**src/rtl/obf_key_injector.sv**
```systemverilog
// obf_key_injector: plays a fixed unlock key onto the serial input of a
// key-locked FSM, then passes functional data straight through with a
// valid/ready handshake. It also counts detection pulses from the FSM once
// the key has been fully delivered.
module obf_key_injector #(
    parameter int unsigned          KEY_LEN    = 5,
    parameter logic [KEY_LEN-1:0]   KEY        = 5'b01110,
    parameter logic                 IDLE_BIT   = 1'b0,
    parameter bit                   AUTO_START = 1'b1,
    parameter int unsigned          CNT_W      = 8
) (
    input  logic             clk,
    input  logic             rst_n,
    input  logic             start,
    input  logic             din,
    input  logic             din_valid,
    output logic             din_ready,
    output logic             x_out,
    output logic             busy,
    output logic             unlocked,
    input  logic             det_in,
    input  logic             det_clr,
    output logic [CNT_W-1:0] det_count
);

    localparam int unsigned      IDX_W    = $clog2(KEY_LEN);
    localparam logic [IDX_W-1:0] IDX_LAST = IDX_W'(KEY_LEN - 1);

    typedef enum logic [1:0] {
        S_IDLE,
        S_INJECT,
        S_PASS
    } state_t;

    state_t           state;
    state_t           state_nx;
    logic [IDX_W-1:0] idx;
    logic [IDX_W-1:0] idx_nx;
    logic [IDX_W-1:0] idx_inc;
    logic [KEY_LEN-1:0] key_shift;
    logic             x_nx;
    logic             pass_bit;
    // Set by reset when AUTO_START is enabled; consumed on the first edge
    // after reset release so IDLE launches injection exactly once.
    logic             auto_pend;

    // State register: FSM state, key index, registered serial bit, auto-start flag
    always_ff @(posedge clk) begin
        if (!rst_n) begin
            state     <= S_IDLE;
            idx       <= '0;
            x_out     <= IDLE_BIT;
            auto_pend <= AUTO_START;
        end else begin
            state     <= state_nx;
            idx       <= idx_nx;
            x_out     <= x_nx;
            auto_pend <= 1'b0;
        end
    end

    // Next-state logic: key sequencing and pass-through bit selection
    always_comb begin
        state_nx  = state;
        idx_nx    = idx;
        x_nx      = x_out;
        pass_bit  = din_valid ? din : IDLE_BIT;
        idx_inc   = idx + 1'b1;
        // Next key bit is the MSB after shifting out the bits already sent;
        // idx_inc is only used while idx < KEY_LEN-1, so it never wraps.
        key_shift = KEY << idx_inc;
        case (state)
            S_IDLE: begin
                x_nx = IDLE_BIT;
                if (start || auto_pend) begin
                    state_nx = S_INJECT;
                    idx_nx   = '0;
                    x_nx     = KEY[KEY_LEN-1];
                end
            end
            S_INJECT: begin
                if (idx == IDX_LAST) begin
                    state_nx = S_PASS;
                    x_nx     = pass_bit;
                end else begin
                    idx_nx = idx_inc;
                    x_nx   = key_shift[KEY_LEN-1];
                end
            end
            S_PASS: begin
                x_nx = pass_bit;
            end
            default: begin
                state_nx = S_IDLE;
                idx_nx   = '0;
                x_nx     = IDLE_BIT;
            end
        endcase
    end

    // Output decode: status flags derived purely from registered state
    always_comb begin
        busy      = (state == S_INJECT);
        din_ready = (state == S_PASS);
        unlocked  = (state == S_PASS);
    end

    // Detection counter: clear has priority, saturates at all-ones, counts only while unlocked
    always_ff @(posedge clk) begin
        if (!rst_n) begin
            det_count <= '0;
        end else if (det_clr) begin
            det_count <= '0;
        end else if (unlocked && det_in && (det_count != '1)) begin
            det_count <= det_count + 1'b1;
        end
    end

endmodule

```
**config.mk**
```make
export PLATFORM = sky130hd
export DESIGN_NAME = obf_key_injector
export DESIGN_NICKNAME = d
export VERILOG_FILES = /design/src/rtl/obf_key_injector.sv
export SDC_FILE = /design/constraint.sdc
export NUM_CORES = 1
export LEC_CHECK = 0
export ABC_AREA = 1
export ABC_CLOCK_PERIOD_IN_PS = 2000
export CAP_MARGIN = 20
export CORE_MARGIN = 2
export CORE_UTILIZATION = 30
export DETAILED_ROUTE_END_ITERATION = 12
export DONT_BUFFER_PORTS = 1
export MAX_ROUTING_LAYER = met4
export PLACE_DENSITY = 0.47
export SLEW_MARGIN = 25
export SYNTH_ARGS = -nofsm -noshare
export SYNTH_HDL_FRONTEND = slang
export SYNTH_SLANG_ARGS = --single-unit
export TNS_END_PERCENT = 10
```
**constraint.sdc**
```tcl
create_clock -name clk -period 2 [get_ports clk]
set_input_delay 0.2 -clock clk [delete_from_list [all_inputs] [get_ports clk]]
set_output_delay 0.2 -clock clk [all_outputs]
set_load 0.01 [all_outputs]
```
==> reports/metrics.csv, run 1 <==
stage,metric,value,unit
place,routabilityCongestion,0.777,
pwr,p_leak,0.409,nW
setup_path,cp_data_required_time,2.20,ns
sta,worst_pin_slew,0.333,ns
detailed_routing,wl_per_cell,10.8,um
layout,num_antenna_cells,0,
global_routing,grt-ovfl-total,0,
setup_path,endpoint_kind,flop,
logic_synthesis,yosysTopAreaCell,dfxtp_1,
place,io_buffers,0,
job,maxCapViolations,0,
logic_synthesis,synth_area_leaders,"dfxtp_1, nand2_1, nor2_1, ha_1, inv_1",
pwr,p_seq_share,43.3,%
cts,root_buffer,clkbuf_4,
cts,post_cts_buffers,0,
detailed_routing,postRouteAntennaNets,0,
sta,finalSetupViolations,0,
layout,final_cell_mix,"nand2_1, nor2_1, inv_1, dfxtp_1, a21oi_1",
worst_hold_path,hold_path_end,idx[2],
worst_hold_path,worst_hold_path_type,input port to flop,
logic_synthesis,ys_seq_area_share,34.2,%
setup_path,cp_max_fo,6,
die,dieArea,3380,sq um
die,die-width,58.1,um
detailed_routing,drt-pass1-iter-count,4,
sta,rsz0062_at_grt,false,
sta,tns,0,ns
sta,finalHoldViolations,0,
detailed_routing,routed_wl,1770,um
cts,cts_hold_buf,0,
outcome,status,"finished, final reports clean",
pwr,clockPowerShare,20.1,%
logic_synthesis,ys_ff_latch,15,
logic_synthesis,yosysTopAreaCellShare,34.2,%
global_routing,first_global_vias,728,
setup_path,cp-start-kind,flop,
sta,timing.hold.ws,0.0261,ns
pwr,internal-power,0.000540,W
layout,final_nets,148,
cts,worstSkewPairLatency,0.29,ns
detailed_routing,drt_iter0_drc,30,
global_routing,grt_pass1_wl,3020,um
sta,period_share,75.3,%
pwr,power_switching_share,40.4,%
setup_path,r2r_setup_slack,0.49,ns
logic_synthesis,yosysUniqueCellTypes,17,
detailed_routing,drc,0,
logic_synthesis,synthArstFlopShare,0,%
cts,cts_tree,done,
die,io_pins,19,
die,die_y,58.1,um
cts,cts_htree_levels,1,
global_routing,gr-usage-all-layers,12.0,%
logic_synthesis,postSynthAreaPerCell,6.76,sq um
layout,final_common_cell,nand2_1,
logic_synthesis,syn-num-nets,144,
worst_hold_path,min_from,rst_n,
global_routing,grt_max_degree,10,
layout,drive_gt1_share,9.77,%
die,initial_utilization,31.9,%
logic_synthesis,netlist_area,878,sq um
setup_path,r2r_start,state[0],
sta,skew,0.00838,ns
setup_path,criticalPathCategory,flop to flop,
cts,cts_buffer_depth,2,
pwr,p_comb_share,36.6,%
detailed_routing,route.vias.total,742,
sta,max_slew_margin,77.8,%
cts,cts_inserted_buffers,3,
setup_path,slowest_stage,ha_1,
sta,period_minus_slack,1.51,ns
pwr,ir_worst_vdd,0.535,mV
logic_synthesis,synth_ff_type,dfxtp_1,
setup_path,critPathArrivalTime,1.71,ns
setup_path,cpPeakStageDelay,0.35,ns
logic_synthesis,netlist_instances,130,
setup_path,reg2reg_to,det_count[7],
cts,clk_pin_slew,0.10,ns
sta,slew_violations,0,
cts,cts_repair_resize_count,0,
setup_path,crit_chain,inv_1 > ha_1 > nand2_1 > inv_1 > nand4_1 > nor2_1 > nor2_1,
layout,area_growth,6.70,%
pwr,power_density,966,nW/um^2
cts,cts.sinks,15,
detailed_routing,vias_per_cell,4.52,
die,fp-row-count,19,
pwr,switching_power,0.000365,W
place,hpwl,1370,um
setup_path,r2r_cells,7,
global_routing,grt_antenna_before_repair,0,
die,core-area,2760,sq um
worst_hold_path,whs_path_depth,2,
logic_synthesis,yosysWarnings,0,
sta,max_freq,664,MHz
logic_synthesis,synth_enable_flop_cells,0,
-- critical path, delay by kind of cell, from the launching register on --
kind	cells	cell delay, ns
adder cells (fa/ha/maj)	1	0.35
buffers and inverters	2	0.26
flip-flops	1	0.34
AND/OR/NAND/NOR	4	0.47
-- synthesized netlist by cell type, types with 2 or more instances --
cell type and count:
a21oi_1 9, dfxtp_1 15, ha_1 7, inv_1 22, nand2_1 29, nand2_2 2, nand3_1 8, nand4_1 2
nor2_1 24, nor2_2 3, o21ai_0 3
-- power groups by stage --
stage	sequential (W)	combinational, W	clock (W)
after floorplan	0.000389	0.000286	0
after global placement	0.000396	0.000336	0
after detailed placement	0.000398	0.000334	0
after CTS	0.000392	0.000336	0.000199
after global routing	0.000399	0.000390	0.000211
final	0.000392	0.000331	0.000182
-- flip-flops by register name, summed over array words and instances (netlist names) --
name and flops:
det_count 8, idx 3, state 2, auto_pend 1, x_out 1
-- layout make-up --
type	instances	area (sq um)
tap	31	38.8
sequential	15	300
fill	297	1820
inverter	23	86.3
clock buffer	3	22.5
clock inverter	1	5.00
multi-input combinational	91	484
-- cells by family after synthesis --
group                      count (synthesis)  synth area share (%)
adders and majority gates                  7                  9.97
AOI/OAI and AO/OA                         12                  6.84
buffers and inverters                     24                  10.7
and+or+nand+nor                           72                  38.3
DFF                                       15                  34.2
-- layer usage --
metal	routed length (um)	part of all wire, %	up-vias	global-route usage [%]
met2	821	46	10	19.3
met3	90	5.1	2	3.79
li1	-	-	404	-
met4	18	1.0	0	5.98
met5	0	0	-	-
met1	843	48	326	13.3
-- worst max path at each step --
| stage | cells after the start | to | start | slack, ns |
|---|---|---|---|---|
| finish | 7 | det_count[7] | state[0] | 0.49 |
| detailed placement | 7 | det_count[7] | state[0] | 0.48 |
| CTS | 7 | det_count[7] | state[0] | 0.48 |
| global route | 7 | det_count[7] | state[0] | 0.33 |
| floorplan | 7 | det_count[7] | state[0] | 0.75 |
| global placement | 7 | det_count[7] | state[0] | 0.52 |
-- per-stage QoR --
stage	setup slack, ns	area, sq um	utilization (%)	cells	total power [W]
3_5_place_dp	0.475	910	33.0	160	0.000732
6_report	0.494	937	34.0	164	0.000905
3_3_place_gp	0.523	910	33.0	160	0.000731
4_1_cts	0.477	937	34.0	164	0.000926
5_1_grt	0.330	937	34.0	164	0.00100
2_1_floorplan	0.752	878	-	130	0.000676
(Power assumes the default switching activity.)
==> run 2: changes to the inputs <==
--- a/config.mk
+++ b/config.mk
@@ -6,7 +6,7 @@
 export NUM_CORES = 1
 export LEC_CHECK = 0
 export ABC_AREA = 1
-export ABC_CLOCK_PERIOD_IN_PS = 2000
+export ABC_CLOCK_PERIOD_IN_PS = 1570
 export CAP_MARGIN = 20
 export CORE_MARGIN = 2
 export CORE_UTILIZATION = 30
==> constraint.sdc (replaced) <==
create_clock -name clk -period 1.57 [get_ports clk]
set_input_delay 0.157 -clock clk [delete_from_list [all_inputs] [get_ports clk]]
set_output_delay 0.157 -clock clk [all_outputs]
set_load 0.01 [all_outputs]
==> reports/metrics.csv, run 2 (synthesized netlist as in run 1, its figures left out) <==
stage,metric,value,unit,change
job,maxCapViolations,0,,unchanged
sta,max_slew_margin,79.3,%,+1.5 points
detailed_routing,postRouteAntennaNets,0,,unchanged
global_routing,grt-ovfl-total,0,,unchanged
outcome,status,"finished, final reports clean",,
cts,cts.sinks,15,,unchanged
layout,final_cell_mix,"nand2_1, nor2_1, inv_1, dfxtp_1, a21oi_1",,
cts,cts_tree,done,,
layout,reg_top3,"det_count: 8 flops, idx: 3 flops, state: 2 flops",,
sta,tns,0,ns,unchanged
setup_path,r2r_setup_slack,0.20,ns,-0.29 ns
detailed_routing,wl_per_cell,10.8,um,-0.47%
cts,worstSkewPairLatency,0.28,ns,about the same
setup_path,cp-start-kind,flop,,
sta,max_freq,729,MHz,+9.8%
pwr,p_seq_share,42.9,%,-0.4 points
worst_hold_path,worst_hold_path_type,input port to flop,,
place,io_buffers,0,,unchanged
global_routing,grt_pass1_wl,3180,um,+5.5%
sta,period_share,87.4,%,+12 points
cts,root_buffer,clkbuf_4,,
detailed_routing,drc,0,,unchanged
layout,final_nets,151,,+2.0%
setup_path,cp_data_required_time,1.75,ns,-0.45 ns
cts,cts_htree_levels,1,,unchanged
sta,worst_pin_slew,0.310,ns,-0.0236 ns
die,dieArea,3380,sq um,unchanged
pwr,internal-power,0.000706,W,+31%
layout,largest_reg_flops,8,,unchanged
die,initial_utilization,31.9,%,unchanged
global_routing,grt_antenna_before_repair,0,,unchanged
setup_path,criticalPathCategory,flop to flop,,
sta,setup_slack,0.199,ns,-0.295 ns
cts,cts_inserted_buffers,3,,unchanged
worst_hold_path,min_from,rst_n,,
layout,drive_gt1_share,9.56,%,-0.22 points
global_routing,grt_max_degree,10,,unchanged
place,routabilityCongestion,0.829,,+6.8%
place,pre_cts_slack,0.202,ns,-0.273 ns
die,fp-row-count,19,,unchanged
setup_path,critPathArrivalTime,1.55,ns,-0.16 ns
setup_path,cp_max_fo,9,,+3
worst_hold_path,hold_path_end,idx[1],,
setup_path,endpoint_kind,flop,,
detailed_routing,drt_iter0_drc,29,,-3.3%
detailed_routing,routed_wl,1800,um,+1.4%
global_routing,first_global_vias,737,,+1.2%
setup_path,r2r_cells,6,,-1
pwr,p_comb_share,38.1,%,+1.5 points
global_routing,gr-usage-all-layers,12.7,%,+0.68 points
cts,post_cts_buffers,0,,unchanged
sta,finalHoldViolations,0,,unchanged
setup_path,reg2reg_to,det_count[0],,
die,die-width,58.1,um,unchanged
sta,period_minus_slack,1.37,ns,-0.135 ns
die,die_y,58.1,um,unchanged
pwr,p_leak,0.420,nW,+2.7%
pwr,power_density,1210,nW/um^2,+25%
pwr,ir_worst_vdd,0.704,mV,+32%
detailed_routing,vias_per_cell,4.60,,+1.8%
sta,finalSetupViolations,0,,unchanged
detailed_routing,route.vias.total,769,,+3.6%
layout,num_antenna_cells,0,,unchanged
detailed_routing,drt-pass1-iter-count,4,,unchanged
layout,top_register,det_count,,
cts,clk_pin_slew,0.09,ns,about the same
place,hpwl,1440,um,+5.0%
layout,final_common_cell,nand2_1,,
sta,skew,0.000824,ns,-0.00756 ns
sta,rsz0062_at_grt,false,,
pwr,clockPowerShare,19.0,%,-1.1 points
die,io_pins,19,,unchanged
die,core-area,2760,sq um,unchanged
setup_path,r2r_start,det_count[0],,
sta,slew_violations,0,,unchanged
worst_hold_path,whs_path_depth,2,,unchanged
pwr,switching_power,0.000455,W,+25%
pwr,power_switching_share,39.2,%,-1.2 points
cts,cts_buffer_depth,2,,unchanged
layout,area_growth,9.69,%,
==> run 2: cell count changes in the layout (fill, tap and decap cells not counted), sizes merged <==
cell and change:
clkinv -1, dlygate4sd3 +2, clkbuf +1, buf +1
==> run 2: area by class of cell <==
class | instances | area, sq um
clock buffers | 4 | 26.3
repair buffers | 3 | 27.5
inverters | 23 | 86.3
well taps | 31 | 38.8
flip-flops and latches | 15 | 300
fillers | 324 | 1790
multi-input cells | 91 | 484
==> run 2: worst max-delay path by stage <==
stage / depth (start not counted) / start / slack [ns] / to
after detailed placement: 6 / det_count[0] / 0.20 / det_count[0]
after global placement: 6 / det_count[0] / 0.21 / det_count[0]
after global routing: 8 / state[1] / 0.03 / state[0]
after floorplan: 7 / state[0] / 0.32 / det_count[7]
after CTS: 6 / det_count[0] / 0.19 / det_count[3]
final: 6 / det_count[0] / 0.20 / det_count[0]
==> run 2: per-layer routing <==
metal	routed length [um]	vias to the layer above	global-route usage [%]
met5	0	-	-
met3	123	2	2.68
met2	822	16	19.0
met4	14	0	6.98
met1	835	341	15.8
li1	-	410	-
==> run 2: critical path: stages, from the launching register on <==
cell,delay (ns)
dfxtp_1,0.49
ha_1,0.23
nand2_2,0.10
nor2_4,0.12
nand3_4,0.12
a21oi_1,0.16
nor2_1,0.06
==> run 2: timing repair <==
action / CTS / global route
hold buffers: 1 / 1
resized for setup: 0 / 0
hold endpoints to repair: 4 / 1
==> run 2: metrics by stage <==
step | instance area, sq um | cells | power, W | hold WS, ns | utilization, %
5_1_grt | 963 | 167 | 0.00130 | 0.0169 | 34.9
6_report | 963 | 167 | 0.00116 | 0.0131 | 34.9
2_1_floorplan | 878 | 130 | 0.000861 | 0.277 | -
4_1_cts | 953 | 166 | 0.00119 | 0.00148 | 34.6
3_3_place_gp | 917 | 161 | 0.000945 | 0.283 | 33.3
3_5_place_dp | 917 | 161 | 0.000953 | 0.290 | 33.3
==> run 2: power by group through the flow <==
stage,Combinational [W],Sequential (W),Clock (W)
2_1_floorplan,0.000365,0.000496,0
3_3_place_gp,0.000439,0.000506,0
3_5_place_dp,0.000445,0.000508,0
4_1_cts,0.000450,0.000499,0.000237
5_1_grt,0.000534,0.000510,0.000258
6_report,0.000443,0.000498,0.000220
